==> config.mk <==
export PLATFORM = sky130hd
export DESIGN_NAME = compressor_tree_pipe_flat
export DESIGN_NICKNAME = d
export VERILOG_FILES = /design/src/rtl/compressor_tree_pipe_if.sv /design/src/rtl/compressor_tree_pipe.sv /design/src/flat_wrapper.sv
export SDC_FILE = /design/constraint.sdc
export NUM_CORES = 2
export LEC_CHECK = 0
export CORE_AREA = 2 2 689 691
export CTS_BUF_LIST = sky130_fd_sc_hd__clkbuf_4 sky130_fd_sc_hd__clkbuf_8 sky130_fd_sc_hd__clkbuf_16
export DETAILED_ROUTE_END_ITERATION = 10
export DIE_AREA = 0 0 691 693
export PLACE_DENSITY = 0.43
export SETUP_SLACK_MARGIN = 0.3
export SLEW_MARGIN = 20
export SYNTH_ARGS = -nofsm -noshare
export SYNTH_HDL_FRONTEND = slang
export SYNTH_SLANG_ARGS = --single-unit
==> constraint.sdc <==
create_clock -name clk -period 50.4 [get_ports clk]
set_input_delay 7.56 -clock clk [delete_from_list [all_inputs] [get_ports clk]]
set_output_delay 7.56 -clock clk [all_outputs]
set_load 0.01 [all_outputs]
==> src/rtl/compressor_tree_pipe_if.sv <==
// Stream bundle for the carry-save reduction tree: the operand side, the sum/carry
// side and the flush strobe, as seen by the producer (master) and by the tree (slave).
interface compressor_tree_pipe_if #(
  parameter int WIDTH = 98,
  parameter int N_OPS = 16
) ();
  logic                     in_valid;
  logic                     in_ready;
  logic [N_OPS*WIDTH-1:0]   in_ops;
  logic [7:0]               in_tag;
  logic                     out_valid;
  logic                     out_ready;
  logic [WIDTH-1:0]         out_sum;
  logic [WIDTH-1:0]         out_carry;
  logic [7:0]               out_tag;
  logic                     flush;

  modport master (
    output in_valid, in_ops, in_tag, out_ready, flush,
    input  in_ready, out_valid, out_sum, out_carry, out_tag
  );

  modport slave (
    input  in_valid, in_ops, in_tag, out_ready, flush,
    output in_ready, out_valid, out_sum, out_carry, out_tag
  );
endinterface

==> src/rtl/compressor_tree_pipe.sv <==
// Pipelined 4-2 compressor tree: reduces N_OPS operands to a sum/carry pair, one
// register stage per level, with a valid/ready pipeline that stalls without bubbles.
module compressor_tree_pipe #(
  parameter int WIDTH = 98,
  parameter int N_OPS = 16
) (
  input logic                 clk,
  input logic                 rst,
  compressor_tree_pipe_if.slave bus
);
  localparam int LEVELS = $clog2(N_OPS) - 1;

  if ((N_OPS != 4) && (N_OPS != 8) && (N_OPS != 16)) begin : g_bad_n_ops
    $error("compressor_tree_pipe: N_OPS must be 4, 8 or 16");
  end

  // Returns {shifted carry, sum}; the internal E chain feeds the neighbour bit, top E bit is dropped.
  function automatic logic [2*WIDTH-1:0] compress42(
    input logic [WIDTH-1:0] a,
    input logic [WIDTH-1:0] b,
    input logic [WIDTH-1:0] c,
    input logic [WIDTH-1:0] d
  );
    logic [WIDTH-1:0] ab_s;
    logic [WIDTH-1:0] e_s;
    logic [WIDTH-1:0] ein_s;
    logic [WIDTH-1:0] x_s;
    logic [WIDTH-1:0] co_s;
    ab_s  = a ^ b;
    e_s   = (ab_s & c) | (~ab_s & a);
    ein_s = e_s << 1'b1;
    x_s   = ab_s ^ c ^ d;
    co_s  = (~x_s & d) | (ein_s & x_s);
    return {co_s << 1'b1, x_s ^ ein_s};
  endfunction

  genvar k;
  for (k = 0; k < LEVELS; k++) begin : g_stage
    localparam int N_IN  = 2 ** (LEVELS + 1 - k);
    localparam int N_OUT = N_IN / 2;

    logic [N_IN*WIDTH-1:0]  src_s;
    logic                   src_valid_s;
    logic [7:0]             src_tag_s;
    logic [N_OUT*WIDTH-1:0] red_s;
    logic [N_OUT*WIDTH-1:0] data_r;
    logic                   valid_r;
    logic [7:0]             tag_r;
    logic                   ready_s;
    logic                   next_ready_s;

    if (k == 0) begin : g_src
      assign src_s       = bus.in_ops;
      assign src_valid_s = bus.in_valid;
      assign src_tag_s   = bus.in_tag;
    end else begin : g_src
      assign src_s       = g_stage[k-1].data_r;
      assign src_valid_s = g_stage[k-1].valid_r;
      assign src_tag_s   = g_stage[k-1].tag_r;
    end

    if (k == LEVELS - 1) begin : g_next
      assign next_ready_s = bus.out_ready;
    end else begin : g_next
      assign next_ready_s = g_stage[k+1].ready_s;
    end

    // A stage may load whenever it is empty or its successor is taking its content.
    assign ready_s = ~valid_r | next_ready_s;

    // One reduction level: each group of four vectors yields sum at 2g, carry at 2g+1.
    always_comb begin
      red_s = '0;
      for (int g = 0; g < N_IN / 4; g++) begin
        red_s[2*g*WIDTH +: 2*WIDTH] = compress42(src_s[(4*g)*WIDTH +: WIDTH],
                                                 src_s[(4*g+1)*WIDTH +: WIDTH],
                                                 src_s[(4*g+2)*WIDTH +: WIDTH],
                                                 src_s[(4*g+3)*WIDTH +: WIDTH]);
      end
    end

    // Stage register: flush only drops validity, stale data may linger.
    always_ff @(posedge clk or posedge rst) begin
      if (rst) begin
        valid_r <= 1'b0;
        data_r  <= '0;
        tag_r   <= 8'h00;
      end else if (bus.flush) begin
        valid_r <= 1'b0;
      end else if (ready_s) begin
        valid_r <= src_valid_s;
        data_r  <= red_s;
        tag_r   <= src_tag_s;
      end
    end
  end

  assign bus.in_ready  = g_stage[0].ready_s & ~bus.flush;
  assign bus.out_valid = g_stage[LEVELS-1].valid_r;
  assign bus.out_sum   = g_stage[LEVELS-1].data_r[WIDTH-1:0];
  assign bus.out_carry = g_stage[LEVELS-1].data_r[2*WIDTH-1:WIDTH];
  assign bus.out_tag   = g_stage[LEVELS-1].tag_r;
endmodule

==> src/flat_wrapper.sv <==
// flat-port wrapper written by rule: the top's interface ports become plain ports
module compressor_tree_pipe_flat 
#(
  parameter int WIDTH = 98,
  parameter int N_OPS = 16
)
  (clk, rst, bus_in_valid, bus_in_ops, bus_in_tag, bus_out_ready, bus_flush, bus_in_ready, bus_out_valid, bus_out_sum, bus_out_carry, bus_out_tag);
  compressor_tree_pipe_if #(.WIDTH(WIDTH), .N_OPS(N_OPS)) bus_i ();
  input logic clk;
  input logic rst;
  input wire logic [$bits(bus_i.in_valid)-1:0] bus_in_valid;
  input wire logic [$bits(bus_i.in_ops)-1:0] bus_in_ops;
  input wire logic [$bits(bus_i.in_tag)-1:0] bus_in_tag;
  input wire logic [$bits(bus_i.out_ready)-1:0] bus_out_ready;
  input wire logic [$bits(bus_i.flush)-1:0] bus_flush;
  output wire logic [$bits(bus_i.in_ready)-1:0] bus_in_ready;
  output wire logic [$bits(bus_i.out_valid)-1:0] bus_out_valid;
  output wire logic [$bits(bus_i.out_sum)-1:0] bus_out_sum;
  output wire logic [$bits(bus_i.out_carry)-1:0] bus_out_carry;
  output wire logic [$bits(bus_i.out_tag)-1:0] bus_out_tag;
  assign bus_i.in_valid = bus_in_valid;
  assign bus_i.in_ops = bus_in_ops;
  assign bus_i.in_tag = bus_in_tag;
  assign bus_i.out_ready = bus_out_ready;
  assign bus_i.flush = bus_flush;
  assign bus_in_ready = bus_i.in_ready;
  assign bus_out_valid = bus_i.out_valid;
  assign bus_out_sum = bus_i.out_sum;
  assign bus_out_carry = bus_i.out_carry;
  assign bus_out_tag = bus_i.out_tag;
  compressor_tree_pipe #(.WIDTH(WIDTH), .N_OPS(N_OPS)) u_core (.clk(clk), .rst(rst), .bus(bus_i));
endmodule
==> out/summary.log <==
qor: floorplanning.floorplan.die.width 691 um
qor: status.outcome complete, no violations
qor: power.vdd.ir_drop.worst 0.0262 mV
qor: synthesis.cell_types_with_the_highest_counts_after_synthesis xnor2_1, dfrtp_1, nand2_1
qor: clocking.clk-insertion-delay-late 0.88 ns
qor: setup_path.worstSetupPathType in2out
qor: global_routing.grt_use_total 16.5%
qor: synthesis.synth_top_cell_by_area dfrtp_1
qor: setup_path.timing.critical_path.from bus_out_ready
qor: final_layout.register_area 34800 um^2
qor: sta.finalWorstPathRequiredPeriod 17.32 ns
qor: floorplanning.floorplan.die_area 479000 um^2
qor: power.cellLeakagePower 42.5 nW
qor: global_routing.grt_antenna_before_repair 265
qor: synthesis.adder_cell_share_of_the_synthesized_area 7.83%
qor: sta.fmax 0.0577 GHz
qor: synthesis.synth-seq-cells 1389
qor: synthesis.synth_compound_gate_area_share 13.0%
qor: min_path.hold_path_startpoint u_core.g_stage[0].tag_r[6]$_DFFE_PP0P_
qor: floorplanning.effective_utilization_at_floorplan 18.6%
qor: synthesis.synth-xor-area-share 27.1%
qor: synthesis.post_synthesis_sequential_area_ratio 39.6%
qor: setup_path.worst-endpoint-required 42.84 ns
qor: floorplanning.design.core.area 472000 um^2
qor: synthesis.synth_top_family_by_area XOR/XNOR gates
qor: detailed_routing.antenna_violating_nets_post_route 0
qor: detailed_routing.drt_iter0_drc 3382
qor: global_routing.globalRouteOverflowTotal 0
qor: synthesis.synthesis.instances 8870
qor: placed_design.post_dp_hpwl 340000 um
qor: clocking.cts_post_setup_buffers_inserted 0
qor: synthesis.synthMuxAreaShare 4.34%
qor: setup_path.worst_setup_start_kind input pin
qor: sta.setup_slack 33.08 ns
qor: min_path.hold_path_class reg2reg
qor: setup_path.reg2reg_setup_slack 45.04 ns
qor: placed_design.io_buffers 1784
qor: global_routing.first_global_vias 68800
qor: clocking.clk_path_buf_depth 4
qor: detailed_routing.detailroute.via_count 70400
qor: sta.slew_headroom 25.6%
qor: power.powerDensity 51.2 nW/um^2
qor: synthesis.syn-cell-area 87800 um^2
qor: setup_path.crit-reg2reg-launch u_core.bus.out_valid$_DFFE_PP0P_
qor: sta.setup-violations-final 0
qor: sta.worst_pin_slew 1.11 ns
qor: detailed_routing.detail_route.first_pass.iterations 5
qor: detailed_routing.vias_per_cell 4.12
qor: sta.finalHoldViolCount 0
qor: clocking.tritoncts built
qor: synthesis.synthArstFlopShare 100%
qor: setup_path.critical_path_fanouts_max 54
qor: synthesis.synth_enable_flop_cells 0
qor: synthesis.synth-simple-area-share 6.14%
qor: detailed_routing.route.detailed.wl_per_inst 23.8 um
qor: clocking.cts.htree.levels 4
qor: sta.finalSetupTns 0 ns
qor: clocking.cts_root_buffer clkbuf_16
qor: clocking.hold_fix_buffer_count_after_cts 0
qor: sta.final_worst_path_cycle_share 34.4%
qor: synthesis.synth_ff_type dfrtp_1
qor: clocking.clk_pin_slew 0.06 ns
qor: sta.rsz0062_at_grt no
qor: global_routing.grt_first_pass_wirelength 556000 um
qor: setup_path.cp.arrival 9.76 ns
qor: synthesis.yosysMostFrequentCell xnor2_1
qor: final_layout.final_layout_size_suffix_gt1_share 7.57%
qor: clocking.number_of_cts_inserted_buffers 183
qor: final_layout.area_growth 35.2%
qor: detailed_routing.remaining_drc_errors 0
qor: sta.slew_violations 0
qor: clocking.clock-sinks 1389
qor: final_layout.fillers 50900
qor: final_layout.multi_input_comb_area 51300 um^2
qor: floorplanning.ioPinCount 1787
qor: placed_design.routability_cong 0.893
qor: final_layout.finish.net_count 12200
qor: synthesis.synth.area.top_cells dfrtp_1, xnor2_1, maj3_1, nand2_1, mux2_2
qor: run.max_cap_violations 0
qor: synthesis.ys_types 25
qor: power.fin_total_pwr 6.07 mW
qor: synthesis.synth-warning-count 0
qor: floorplanning.floorplan.die.height 693 um
qor: global_routing.grt_max_degree 184
qor: setup_path.setup.worst_path.end_class primary output
qor: synthesis.syn_area_per_cell 9.89 um^2
qor: floorplanning.fp-row-count 253
qor: placed_design.worst_setup_slack_before_clock_tree_synthesis 33.07 ns
qor: synthesis.post-synth-top-area-fraction 39.6%
qor: detailed_routing.wl 406000 um
qor: sta.worst_clock_skew 0.0640 ns
qor: clocking.cts-resized-gates 0
stage by stage:
stage | hold WS, ns | cells | cell area [um^2] | util [%]
after floorplan | 0.442 | 8871 | 87800 | -
after global placement | 0.457 | 16700 | 112000 | 23.8
after detailed placement | 0.464 | 16700 | 112000 | 23.8
after CTS | 0.478 | 17000 | 118000 | 25.1
after global routing | 0.500 | 17000 | 119000 | 25.1
final | 0.473 | 17100 | 119000 | 25.1
critical path, cell delays in order:
cell	delay, ns
clkdlybuf4s50_1	0.58
nor2b_4	0.10
a31o_4	0.39
inv_8	0.41
clkdlybuf4s50_1	0.67
layout make-up:
cell class              instances  share of cell area (%)
diodes                         71                   0.150
clock buffers                 277                    4.74
clock inverters                48                   0.462
inverters                       2                  0.0190
multi-input cells            7208                    43.2
flip-flops and latches       1389                    29.3
well taps                    6247                    6.59
repair buffers               1847                    15.5
cells in the final DEF, fill, tap and decap left out, drive strengths merged, types with 31 or more instances in the layout:
cell / instances
xor2: 361
nor2: 351
mux2: 338
a21oi: 612
a31oi: 61
xnor2: 2359
clkdlybuf4s50: 1784
clkbuf: 277
o21ai: 1069
clkinv: 31
dfrtp: 1389
buf: 63
nand2: 1080
o31ai: 287
diode: 71
maj3: 675
cells by family (layout without fill, tap and decap cells):
| kind of cell | count (synthesis) | after routing |
|---|---|---|
| compound gates | 2031 | 2031 |
| buf+inv | 274 | 2174 |
| fa+ha+maj | 684 | 684 |
| flops | 1389 | 1389 |
| mux | 338 | 338 |
| simple gates | 1433 | 1433 |
| other cells | 1 | 73 |
| xor+xnor | 2720 | 2720 |
power by group:
part	internal (mW)	total (mW)	leakage, nW	switching (mW)
Sequential	1.50	1.93	16.9	0.432
Clock	0.810	1.36	3.11	0.552
Combinational	1.30	2.78	22.6	1.48
Total	3.61	6.07	42.5	2.47
path summary, 6_finish.rpt:
| kind | to | cells after the start |
|---|---|---|
| max | bus_in_ready | 5 |
| min | u_core.g_stage[0].tag_r[6]$_DFFE_PP0P_ | 2 |
| max in group asynchronous | u_core.g_stage[0].data_r[538]$_DFFE_PP0P_ | 8 |
| min in group asynchronous | u_core.g_stage[0].data_r[697]$_DFFE_PP0P_ | 2 |
| min reg2reg | u_core.g_stage[0].tag_r[6]$_DFFE_PP0P_ | 2 |
| max reg2reg | u_core.g_stage[1].data_r[21]$_DFFE_PP0P_ | 8 |
flip-flops by register name, summed over array words and instances (netlist names):
signal                  flops
u_core.g_stage.valid_r      2
u_core.g_stage.data_r    1362
u_core.bus.out_valid        1
u_core.bus.out_tag          8
u_core.g_stage.tag_r       16
per-layer routing:
layer	global-route usage, %	vias to the layer above	part of all wire (%)
met5	0	-	0.18
met3	6.54	624	9.1
met1	20.6	34200	43
met2	26.7	1629	46
met4	3.31	118	2.1
li1	-	33900	-
No activity file was read; power rests on OpenSTA's default activity.
